$ cat config.mk
export PLATFORM = sky130hd
export DESIGN_NAME = gb_timer
export DESIGN_NICKNAME = d
export VERILOG_FILES = /design/src/rtl/gb_timer.sv
export SDC_FILE = /design/constraint.sdc
export NUM_CORES = 1
export LEC_CHECK = 0
export CORE_UTILIZATION = 30
export CTS_BUF_LIST = sky130_fd_sc_hd__clkbuf_8
export DETAILED_ROUTE_END_ITERATION = 16
export GPL_TIMING_DRIVEN = 0
export HOLD_SLACK_MARGIN = 0.05
export PLACE_DENSITY = 0.5
export SLEW_MARGIN = 20
export SYNTH_ARGS = -nofsm -noshare
export SYNTH_HDL_FRONTEND = slang
export SYNTH_SLANG_ARGS = --single-unit
$ cat constraint.sdc
create_clock -name clk -period 2.2 [get_ports clk]
set_input_delay 0.44 -clock clk [delete_from_list [all_inputs] [get_ports clk]]
set_output_delay 0.44 -clock clk [all_outputs]
set_load 0.01 [all_outputs]
$ cat src/rtl/gb_timer.sv
// rtl/gb_timer.sv - Game Boy DIV/TIMA/TMA/TAC timer bus responder
//
// Purpose: decodes the four timer registers on the CPU bus, answers reads with
// registered data, commits writes on the first edge of a low wr_n phase, runs
// the 16-bit divider and TIMA counter, and pulses irq_timer on TIMA reload.
//
// Ports:
//   clk        system clock
//   rst_n      asynchronous active-low reset
//   addr       CPU address bus
//   data_in    CPU write data
//   data_out   registered read data (8'hFF when not reading this block)
//   rd_n       CPU read strobe, active-low
//   wr_n       CPU write strobe, active-low
//   sel        combinational window decode, BASE_ADDR..BASE_ADDR+3
//   irq_timer  one-clk pulse when TIMA reloads from TMA

module gb_timer #(
  parameter logic [15:0] BASE_ADDR    = 16'hFF04,
  parameter int unsigned CLK_PER_TICK = 1
) (
  input  logic        clk,
  input  logic        rst_n,
  input  logic [15:0] addr,
  input  logic [7:0]  data_in,
  output logic [7:0]  data_out,
  input  logic        rd_n,
  input  logic        wr_n,
  output logic        sel,
  output logic        irq_timer
);

  localparam logic [7:0] PRESC_MAX = 8'(CLK_PER_TICK - 1);

  localparam logic [1:0] REG_DIV  = 2'd0;
  localparam logic [1:0] REG_TIMA = 2'd1;
  localparam logic [1:0] REG_TMA  = 2'd2;
  localparam logic [1:0] REG_TAC  = 2'd3;

  logic [7:0]  presc_q, presc_d;
  logic [15:0] div_cnt_q, div_cnt_d;
  logic [7:0]  tima_q, tima_d;
  logic [7:0]  tma_q, tma_d;
  logic [2:0]  tac_q, tac_d;
  logic        reload_pend_q, reload_pend_d;
  logic        tbit_q;
  logic        wr_n_q;
  logic [7:0]  data_out_q, data_out_d;
  logic        irq_q, irq_d;

  logic [15:0] offset;
  logic [1:0]  reg_idx;
  logic        tick;
  logic        div_bit;
  logic        tbit;
  logic        tbit_fall;
  logic        wr_fire;
  logic        wr_div, wr_tima, wr_tma, wr_tac;

  // Window decode by subtraction so any BASE_ADDR alignment works.
  assign offset  = addr - BASE_ADDR;
  assign sel     = (offset[15:2] == 14'd0);
  assign reg_idx = offset[1:0];

  assign tick = (presc_q == PRESC_MAX);

  // Only the first rising edge of a low wr_n phase commits.
  assign wr_fire = ~wr_n & wr_n_q & sel;
  assign wr_div  = wr_fire & (reg_idx == REG_DIV);
  assign wr_tima = wr_fire & (reg_idx == REG_TIMA);
  assign wr_tma  = wr_fire & (reg_idx == REG_TMA);
  assign wr_tac  = wr_fire & (reg_idx == REG_TAC);

  always_comb begin
    div_bit = 1'b0;
    case (tac_q[1:0])
      2'b00: div_bit = div_cnt_q[9];
      2'b01: div_bit = div_cnt_q[3];
      2'b10: div_bit = div_cnt_q[5];
      2'b11: div_bit = div_cnt_q[7];
    endcase
  end

  // Edge detect on the gated bit: clearing DIV, disabling the timer or moving
  // the select off a high bit all look like a falling edge, as on hardware.
  assign tbit      = div_bit & tac_q[2];
  assign tbit_fall = tbit_q & ~tbit;

  always_comb begin
    presc_d       = tick ? 8'd0 : presc_q + 8'd1;
    div_cnt_d     = wr_div ? 16'd0 : (tick ? div_cnt_q + 16'd1 : div_cnt_q);
    tma_d         = wr_tma ? data_in : tma_q;
    tac_d         = wr_tac ? data_in[2:0] : tac_q;
    tima_d        = tima_q;
    reload_pend_d = reload_pend_q;
    irq_d         = 1'b0;

    if (reload_pend_q && tick) begin
      // A TMA write landing on the reload tick passes straight through.
      tima_d        = tma_d;
      reload_pend_d = 1'b0;
      irq_d         = 1'b1;
    end else if (tbit_fall) begin
      tima_d = tima_q + 8'd1;
      if (tima_q == 8'hFF) begin
        reload_pend_d = 1'b1;
      end
    end

    // CPU write beats both the increment and a pending reload.
    if (wr_tima) begin
      tima_d        = data_in;
      reload_pend_d = 1'b0;
      irq_d         = 1'b0;
    end

    data_out_d = 8'hFF;
    if (!rd_n && sel) begin
      case (reg_idx)
        REG_DIV:  data_out_d = div_cnt_q[15:8];
        REG_TIMA: data_out_d = tima_q;
        REG_TMA:  data_out_d = tma_q;
        REG_TAC:  data_out_d = {5'b11111, tac_q};
      endcase
    end
  end

  always_ff @(posedge clk or negedge rst_n) begin
    if (!rst_n) begin
      presc_q       <= 8'd0;
      div_cnt_q     <= 16'd0;
      tima_q        <= 8'd0;
      tma_q         <= 8'd0;
      tac_q         <= 3'd0;
      reload_pend_q <= 1'b0;
      tbit_q        <= 1'b0;
      wr_n_q        <= 1'b1;
      data_out_q    <= 8'hFF;
      irq_q         <= 1'b0;
    end else begin
      presc_q       <= presc_d;
      div_cnt_q     <= div_cnt_d;
      tima_q        <= tima_d;
      tma_q         <= tma_d;
      tac_q         <= tac_d;
      reload_pend_q <= reload_pend_d;
      tbit_q        <= tbit;
      wr_n_q        <= wr_n;
      data_out_q    <= data_out_d;
      irq_q         <= irq_d;
    end
  end

  assign data_out  = data_out_q;
  assign irq_timer = irq_q;

endmodule
## Word-level counts from Yosys, hierarchy flattened

Index checks and enable logic that the tools add are counted.

| storage, ports and cells | value |
|---|---|
| word-level logic and storage cells | 58 |
| input bits | 28 |
| register bits after elaboration | 55 |

| operators by class | value |
|---|---|
| equal/unequal tests | 7 |
| muxes and demuxes | 16 |
| bitwise gates (word level) | 10 |
| $add $sub $neg | 4 |
| reductions and logical operators | 11 |

Operators with widths:

| cell | count |
|---|---|
| $mux W8 | 6 |
| $mux W16 | 2 |
| $pmux W8 S4 | 1 |
| $add A16 B1 Y16 const B | 1 |
| $add A8 B1 Y8 const B | 2 |
| $sub A16 B16 Y16 const B | 1 |
| $logic_not A14 Y1 | 1 |
| $and A1 B1 Y1 | 8 |
| $eq A2 B2 Y1 const B | 4 |
| $eq A8 B8 Y1 const B | 1 |
| $logic_not A8 Y1 | 1 |
| $mux W1 | 6 |
| $reduce_bool A3 Y1 | 2 |
| $eq A2 B1 Y1 const B | 2 |
| $logic_not A2 Y1 | 2 |
| $pmux W1 S4 | 1 |
| $logic_and A1 B1 Y1 | 2 |
| $not A1 Y1 | 2 |
| $reduce_and A2 Y1 | 1 |
| $reduce_bool A2 Y1 | 1 |
| $logic_not A1 Y1 | 1 |

## Depth between registers and ports, before layout

Gate-level depths: netlist of run 1.

| logic depth | value |
|---|---|
| word-level depth | 8 |
| mapped depth | 9 |
| mapped depth without buffers | 8 |

## Worst setup path before layout of run 1

No wires, ideal clock.

| path | value |
|---|---|
| path type | reg-to-reg |
| from | register presc_q[0] |
| to | register div_cnt_q[13] |
| data arrival time | 2.025 ns |
| cell stages (with the launch flop) | 8 |
| buffers on the path | 0 |
| setup time | 0.078 ns |
| slack | 0.097 ns |
| data required time | 2.122 ns |
| cell sequence | dfrtp_1 > inv_1 > ha_1 > or3b_2 > nor4_4 > nand3_2 > or3_1 > a21oi_1 |

| on the way | value |
|---|---|
| cells in the longest elaborated chain, start to end | 2 |

Ends and longest elaborated chain:

| element | RTL line | RTL |
|---|---|---|
| start, declared | 40 | `logic [7:0] presc_q, presc_d;` |
| start signal, assigned | 141 | `presc_q <= presc_d;` |
| $logic_not A8 Y1 | 65 | `assign tick = (presc_q == PRESC_MAX);` |
| $reduce_bool A2 Y1 (no source line) | -- |  |
| end signal, assigned | 142 | `div_cnt_q <= div_cnt_d;` |
| end, declared | 41 | `logic [15:0] div_cnt_q, div_cnt_d;` |

No other way between the ends.
A chain may end at the register's enable or synchronous reset.

## Final worst setup path of run 1

| path | value |
|---|---|
| from | input port addr[1] |
| to | register tima_q[7] |

| on the way | value |
|---|---|
| cells in the longest elaborated chain, start to end | 7 |
| elaborated cells on any way between the ends | 11 |
| classes of those cells | 1 x add/sub; 2 x eq/ne; 3 x mux; 3 x bitwise; 2 x reduce/logical |

Ends and longest elaborated chain:

| element | RTL line | RTL |
|---|---|---|
| start, declared | 24 | `input logic [15:0] addr,` |
| $sub A16 B16 Y16 * | 61 | `assign offset = addr - BASE_ADDR;` |
| $logic_not A14 Y1 | 62 | `assign sel = (offset[15:2] == 14'd0);` |
| $and A1 B1 Y1 | 68 | `assign wr_fire = ~wr_n & wr_n_q & sel;` |
| $and A1 B1 Y1 | 71 | `assign wr_tma = wr_fire & (reg_idx == REG_TMA);` |
| $mux W8 | 92 | `tma_d = wr_tma ? data_in : tma_q;` |
| $mux W8 | 98 | `if (reload_pend_q && tick) begin` |
| $mux W8 | 111 | `if (wr_tima) begin` |
| end signal, assigned | 143 | `tima_q <= tima_d;` |
| end, declared | 42 | `logic [7:0] tima_q, tima_d;` |

Every way passes the cells marked *; elsewhere a longest branch is shown, timed or not.

==> out/metrics.yaml, run 1 <==
status: "complete, no violations"
ant_nets: 0
ys_seq_area_frac: 0.493
grt_setup_unrepaired: "yes"
io_buffers: 37
synth_area_leaders: "dfrtp_1 41%, dfstp_2 8.4%, mux2_2 6.4%"
synth_area_sq_mm: 0.00281
initial_utilization: 0.316
cp.arrival_ns: 2.33
dieArea_sq_mm: 0.00977
hold_path.class: "in -> async"
p_sw_uw: 415
nets: 361
power_per_cell_area_mw_per_mm2: 543
drt_iter0_drc: 76
synth_edf_count: 0
avgSynthCellArea_sq_um: 10.3
ir_worst_vdd_mv: 0.273
tns_ns: 0
worst_setup_path_end_kind: "flip-flop"
wl_per_cell_um: 15.0
ys.flop_type: "dfrtp_1"
grt_pass1_wl_um: 11000
yosys_warnings: 0
area_delta_synth_final_pct: 28.1
clk_latency_ns: 0.30
drv_slew: 0
cp-start-kind: "input pin"
core_sq_mm: 0.00889
htree_num_levels: 2
cts_root_buf: "clkbuf_8"
core.rowCount: 34
num_io_pins: 38
maxCapViolCount: 0
die_y_um: 98.9
dr.pass1.iters: 4
grt_pass1_vias: 2132
swShare: 0.212
antenna_found_initial: 0
syn-instance-count: 274
dp_cells: 419
grt_start_max_net_pins: 56
power_frac_comb: 0.064
p_int_uw: 1540
finalNonFillerCells: 438
gp_congestion: 0.772
synth_most_common_cell: "dfrtp_1"
clockPowerShare: 0.403
yosysTopAreaCellShare: 0.409
post-dp-hpwl_um: 4730
fin_worst_skew_ns: 0.00764
ys_seq_elements: 55
hold_buffers: 0
clkTransAtPathRegs_ns: 0.10
p_total_uw: 1960
cpPeakStageDelay_ns: 0.56
p_seq_frac: 0.533
final-setup-viol-count: 0
crit_top_cell: "nand2b_1"
cts_made_buffers: 5
grt_usage: 0.144
synth_top_area_cell: "dfrtp_1"
diodes: 0
cts_tree: "yes"
hold_viol: 0
drive_above_1_share: 0.206
slew_headroom: 0.525
slowest_stage: "clkdlybuf4s50_1"
synthTopCellsByCount: "46 x dfrtp_1, 32 x nor2_1, 31 x nand2_1, 17 x xnor2_1, 16 x mux2_2"
viasPerCell: 5.02
path_class: "in -> reg"
critical-path-top-delay-family: "simple AND/OR/NAND/NOR gates"
clockBufferDepth: 2
crit_required_ns: 2.41
grt-ovfl-total: 0
fp.dieW_um: 98.9
dr_total_vias: 2200
fin_crit_ns: 2.12
drt_wl_total_um: 6560
synthArstFlopShare: 1.00
cts_sinks: 55
p_leak_uw: 0.00154
worst-path-max-fanout: 10
max_freq_ghz: 0.472
worstPathCellList: "clkdlybuf4s50_1 > nand2b_1 > nor2_1 > and3_1 > clkbuf_1 > nor3_2 > nand2b_1 > a22o_1"
syn_nets: 306
worst-path-buf-inv: 2
worst_pin_slew_ns: 0.713
yosys.cell_types.count: 40
fillers: 883
drt_drc_violations_left: 0
period_share: 0.964
==> worst reg2reg max path, cell delays in order, from the launching register on <==
cell and delay [ns]:
dfrtp_1 0.42, inv_1 0.07, ha_1 0.15, or3b_4 0.42
nor4_4 0.32, nand3_2 0.17, buf_4 0.18, o21ai_0 0.15
a21oi_1 0.08
==> what timing repair did <==
item,in CTS,in global routing
setup endpoints to repair,19,9
pin swaps,5,10
resized for setup,9,7
setup buffers,6,5
hold endpoints to repair,0,0
==> flip-flops by register name, summed over array words and instances, names as in the netlist <==
signal,cells
tma_q,8
tbit_q,1
div_cnt_q,16
wr_n_q,1
irq_timer,1
reload_pend_q,1
tima_q,8
data_out,8
tac_q,3
presc_q,8
==> area by class of cell <==
cell class	count	area, sq um	share of cell area
plain buffers	7	28.8	0.00798
clock buffers	5	68.8	0.0191
clock inverters	3	63.8	0.0177
inverters	6	22.5	0.00625
multi-input cells	206	1450	0.402
flip-flops and latches	55	1390	0.385
well taps	108	135	0.0375
repair buffers	48	449	0.125
==> cells in the final DEF, fill, tap and decap left out, types with 3 or more instances in the layout <==
| cell | n |
|---|---|
| nand4_1 | 3 |
| o21ai_0 | 10 |
| buf_4 | 12 |
| nand2_1 | 30 |
| dfstp_2 | 9 |
| mux4_2 | 4 |
| o22ai_1 | 7 |
| xor2_1 | 6 |
| dfrtp_1 | 46 |
| and2_1 | 4 |
| nor4_4 | 3 |
| and3_1 | 13 |
| nand3_1 | 9 |
| or3_1 | 8 |
| clkbuf_8 | 5 |
| nor3_1 | 5 |
| ha_1 | 4 |
| nor3_2 | 3 |
| xnor2_1 | 17 |
| inv_1 | 7 |
| clkdlybuf4s50_1 | 35 |
| nor2_1 | 31 |
| clkbuf_1 | 4 |
| a21oi_1 | 7 |
| nand2b_1 | 3 |
| mux2_2 | 16 |
==> metal layers <==
metal	track usage	up-vias	wire length (um)
li1	-	1066	-
met1	0.202	1097	3240
met2	0.225	31	3060
met3	0.0284	6	177
met4	0.0402	0	71
met5	0	-	0
==> through the flow <==
stage	instance area (sq um)	hold WS [ns]	util	setup WS (ns)
final	3610	0.183	0.406	0.0792
after detailed placement	3320	0.498	0.374	-0.578
after global routing	3610	0.235	0.406	-0.0257
after floorplan	2810	0.144	-	0.0970
after CTS	3530	0.206	0.398	0.0190
after global placement	3320	0.493	0.373	-1.10
==> cell families (layout without fill, tap and decap cells) <==
logic type | count (synthesis) | count (layout) | share of synthesized area
buffers and inverters | 13 | 69 | 0.0178
muxes | 20 | 20 | 0.0960
DFF | 55 | 55 | 0.493
adders and majority gates | 4 | 4 | 0.0178
and+or+nand+nor | 125 | 125 | 0.229
xor gates and xnor gates | 23 | 23 | 0.0716
AOI/OAI and AO/OA | 34 | 34 | 0.0747
==> power groups by stage <==
stage | Clock (uW) | Sequential (uW) | Combinational (uW)
final | 789 | 1040 | 126
after global routing | 850 | 1050 | 140
after CTS | 817 | 1040 | 128
after detailed placement | 0 | 1060 | 125
after global placement | 0 | 1060 | 123
after floorplan | 0 | 1060 | 42.5
==> path summary, 6_finish.rpt <==
check	start	endpoint	slack (ns)	cells after the start
worst min register to register	presc_q[7]$_DFF_PN0_	presc_q[7]$_DFF_PN0_	0.51	1
min in group clk	presc_q[7]$_DFF_PN0_	presc_q[7]$_DFF_PN0_	0.51	1
max in group asynchronous	rst_n	div_cnt_q[5]$_DFFE_PN0P_	1.55	1
worst max register to register	presc_q[0]$_DFF_PN0_	div_cnt_q[11]$_DFFE_PN0P_	0.11	8
worst max-delay path	addr[1]	tima_q[7]$_DFFE_PN0P_	0.08	8
worst min-delay path	rst_n	presc_q[0]$_DFF_PN0_	0.18	1
(Power assumes the default switching activity.)
==> run 2: changes to the inputs <==
==> constraint.sdc (replaced) <==
create_clock -name clk -period 1.7 [get_ports clk]
set_input_delay 0.34 -clock clk [delete_from_list [all_inputs] [get_ports clk]]
set_output_delay 0.34 -clock clk [all_outputs]
set_load 0.01 [all_outputs]
==> out/metrics.yaml, run 2 (synthesis results as in run 1) <==
hold_buffers: 0  # unchanged
gp_congestion: 0.778  # +0.75%
cts_root_buf: "clkbuf_8"
drt_iter0_drc: 61  # -20%
grt_pass1_wl_um: 12000  # +8.8%
final_common_cell: "dfrtp_1"
critical-path-top-delay-family: "simple AND/OR/NAND/NOR gates"
core_sq_mm: 0.00889  # unchanged
grt_usage: 0.157  # +0.0129
violations: "setup timing"
maxCapViolCount: 0  # unchanged
post_dp_cell_area_sq_mm: 0.00334  # +0.60%
io_buffers: 37  # unchanged
drt_drc_violations_left: 0  # unchanged
max_freq_ghz: 0.485
grt_start_max_net_pins: 56  # unchanged
post-dp-hpwl_um: 4750  # +0.52%
dieArea_sq_mm: 0.00977  # unchanged
p_total_uw: 2440  # +25%
largest_register: "div_cnt_q"
cts_tree: "yes"
cts_made_buffers: 5  # unchanged
wl_per_cell_um: 16.4  # +9.7%
nets: 394  # +9.1%
dr_total_vias: 2351  # +6.9%
cpPeakStageDelay_ns: 0.41  # -0.15 ns
cp.arrival_ns: 2.29  # -0.04 ns
htree_num_levels: 2  # unchanged
ant_nets: 0  # unchanged
final_cell_mix: "45 x dfrtp_1, 32 x buf_4, 28 x nor2_1"
fin_ws_ns: -0.361  # -0.440 ns
fp.dieW_um: 98.9  # unchanged
initial_utilization: 0.316  # unchanged
dp_slack_ns: -1.02  # -0.439 ns
hold_path.class: "in -> async"
dp_cells: 419  # unchanged
drive_above_1_share: 0.433  # +0.226
diodes: 0  # unchanged
worst_setup_path_end_kind: "flip-flop"
drv_slew: 0  # unchanged
finalNonFillerCells: 471  # +7.5%
worst-path-max-fanout: 3  # -7
worstPathCellList: "inv_1 > ha_2 > or3b_4 > buf_6 > nor4_4 > nand2_2 > or3_1 > a21oi_1"
clk_latency_ns: 0.31  # about the same
core.rowCount: 34  # unchanged
clkTransAtPathRegs_ns: 0.11  # about the same
worst_pin_slew_ns: 0.688  # -0.0243 ns
ir_worst_vdd_mv: 0.307  # +12%
hold_viol: 0  # unchanged
clockBufferDepth: 2  # unchanged
power_per_cell_area_mw_per_mm2: 576  # +6.0%
num_io_pins: 38  # unchanged
fin_worst_skew_ns: 0.00762  # -0.0000210 ns
viasPerCell: 4.99  # -0.62%
status: "finished, violations left"
slowest_stage: "or3b_4"
fillers: 785  # -11%
final-setup-viol-count: 24  # +24
dr.pass1.iters: 4  # unchanged
fin_crit_ns: 2.06
slew_headroom: 0.541  # +0.0162
final_util: 0.477  # +0.0711
area_delta_synth_final_pct: 50.6
crit_required_ns: 1.93  # -0.48 ns
cts_sinks: 55  # unchanged
period_share: 1.21
path_class: "reg -> reg"
grt_pass1_vias: 2306  # +8.2%
antenna_found_initial: 0  # unchanged
grt_setup_unrepaired: "yes"
worst-path-buf-inv: 2  # unchanged
stdcell_area_sq_mm: 0.00424  # +18%
largest_reg_flops: 16  # unchanged
drt_wl_total_um: 7730  # +18%
p_leak_uw: 0.00197  # +28%
cp-start-kind: "flip-flop"
die_y_um: 98.9  # unchanged
grt-ovfl-total: 0  # unchanged
## run 2: cell types whose count changed in the layout (fill, tap and decap cells not counted), moves of 5 or more
cell,delta
and3_1,-5
buf_4,+20
xnor2_1,-8
xnor2_2,+8
nand2_1,-11
dlymetal6s2s_1,+15
clkdlybuf4s50_1,-24
buf_6,+15
dlygate4sd2_1,+8
nand2_2,+10
## run 2: through the flow
step / hold WS, ns / TNS [ns]
CTS: 0.0907 / -5.21
floorplan: 0.0444 / -1.88
global placement: 0.490 / -106.52
finish: 0.0620 / -5.41
detailed placement: 0.440 / -29.21
global route: 0.108 / -7.63
## run 2: power by group
| group | switching (uW) | internal [uW] | total, uW | leakage, uW |
|---|---|---|---|---|
| clock | 447 | 435 | 882 | 0.0000556 |
| combinational | 101 | 107 | 208 | 0.00121 |
| sequential | 21.2 | 1330 | 1350 | 0.000711 |
| total | 569 | 1870 | 2440 | 0.00197 |
## run 2: area by class of cell
type | instances | area (sq um) | share of cell area
multi-input combinational | 206 | 1720 | 0.405
sequential | 55 | 1390 | 0.328
timing repair buffer | 83 | 811 | 0.191
tap | 108 | 135 | 0.0319
clock buffer | 5 | 68.8 | 0.0162
buffer | 5 | 52.6 | 0.0124
clock inverter | 3 | 41.3 | 0.00974
inverter | 6 | 22.5 | 0.00531
## run 2: worst register-to-register path, stage by stage, from the launching register on
cell and delay, ns:
dfrtp_1 0.39, inv_1 0.06, ha_2 0.17, or3b_4 0.41
buf_6 0.14, nor4_4 0.19, nand2_2 0.11, or3_1 0.36
a21oi_1 0.16
## run 2: path summary, 6_finish.rpt
kind	from	endpoint	slack, ns	cells past startpoint
max	presc_q[0]$_DFF_PN0_	div_cnt_q[14]$_DFFE_PN0P_	-0.36	8
min	rst_n	presc_q[0]$_DFF_PN0_	0.06	1
max reg2reg	presc_q[0]$_DFF_PN0_	div_cnt_q[14]$_DFFE_PN0P_	-0.36	8
min reg2reg	tma_q[1]$_DFF_PN0_	tma_q[1]$_DFF_PN0_	0.54	1
max in group asynchronous	rst_n	div_cnt_q[3]$_DFFE_PN0P_	1.15	1
min in group clk	wr_n	wr_n_q$_DFF_PN1_	0.47	1
## run 2: metal layers
layer  vias up  track usage  share of wire
met4         0       0.0413          0.012
met5         -            0              0
li1       1143            -              -
met2        42        0.261           0.50
met1      1158        0.214           0.46
met3         8       0.0213          0.022
## run 2: repair_timing
item / CTS / global route
pin swaps: 24 / 23
cloned: 1 / 1
gates resized for setup: 62 / 68
endpoints found under the setup margin: 49 / 38
setup buffers: 28 / 17
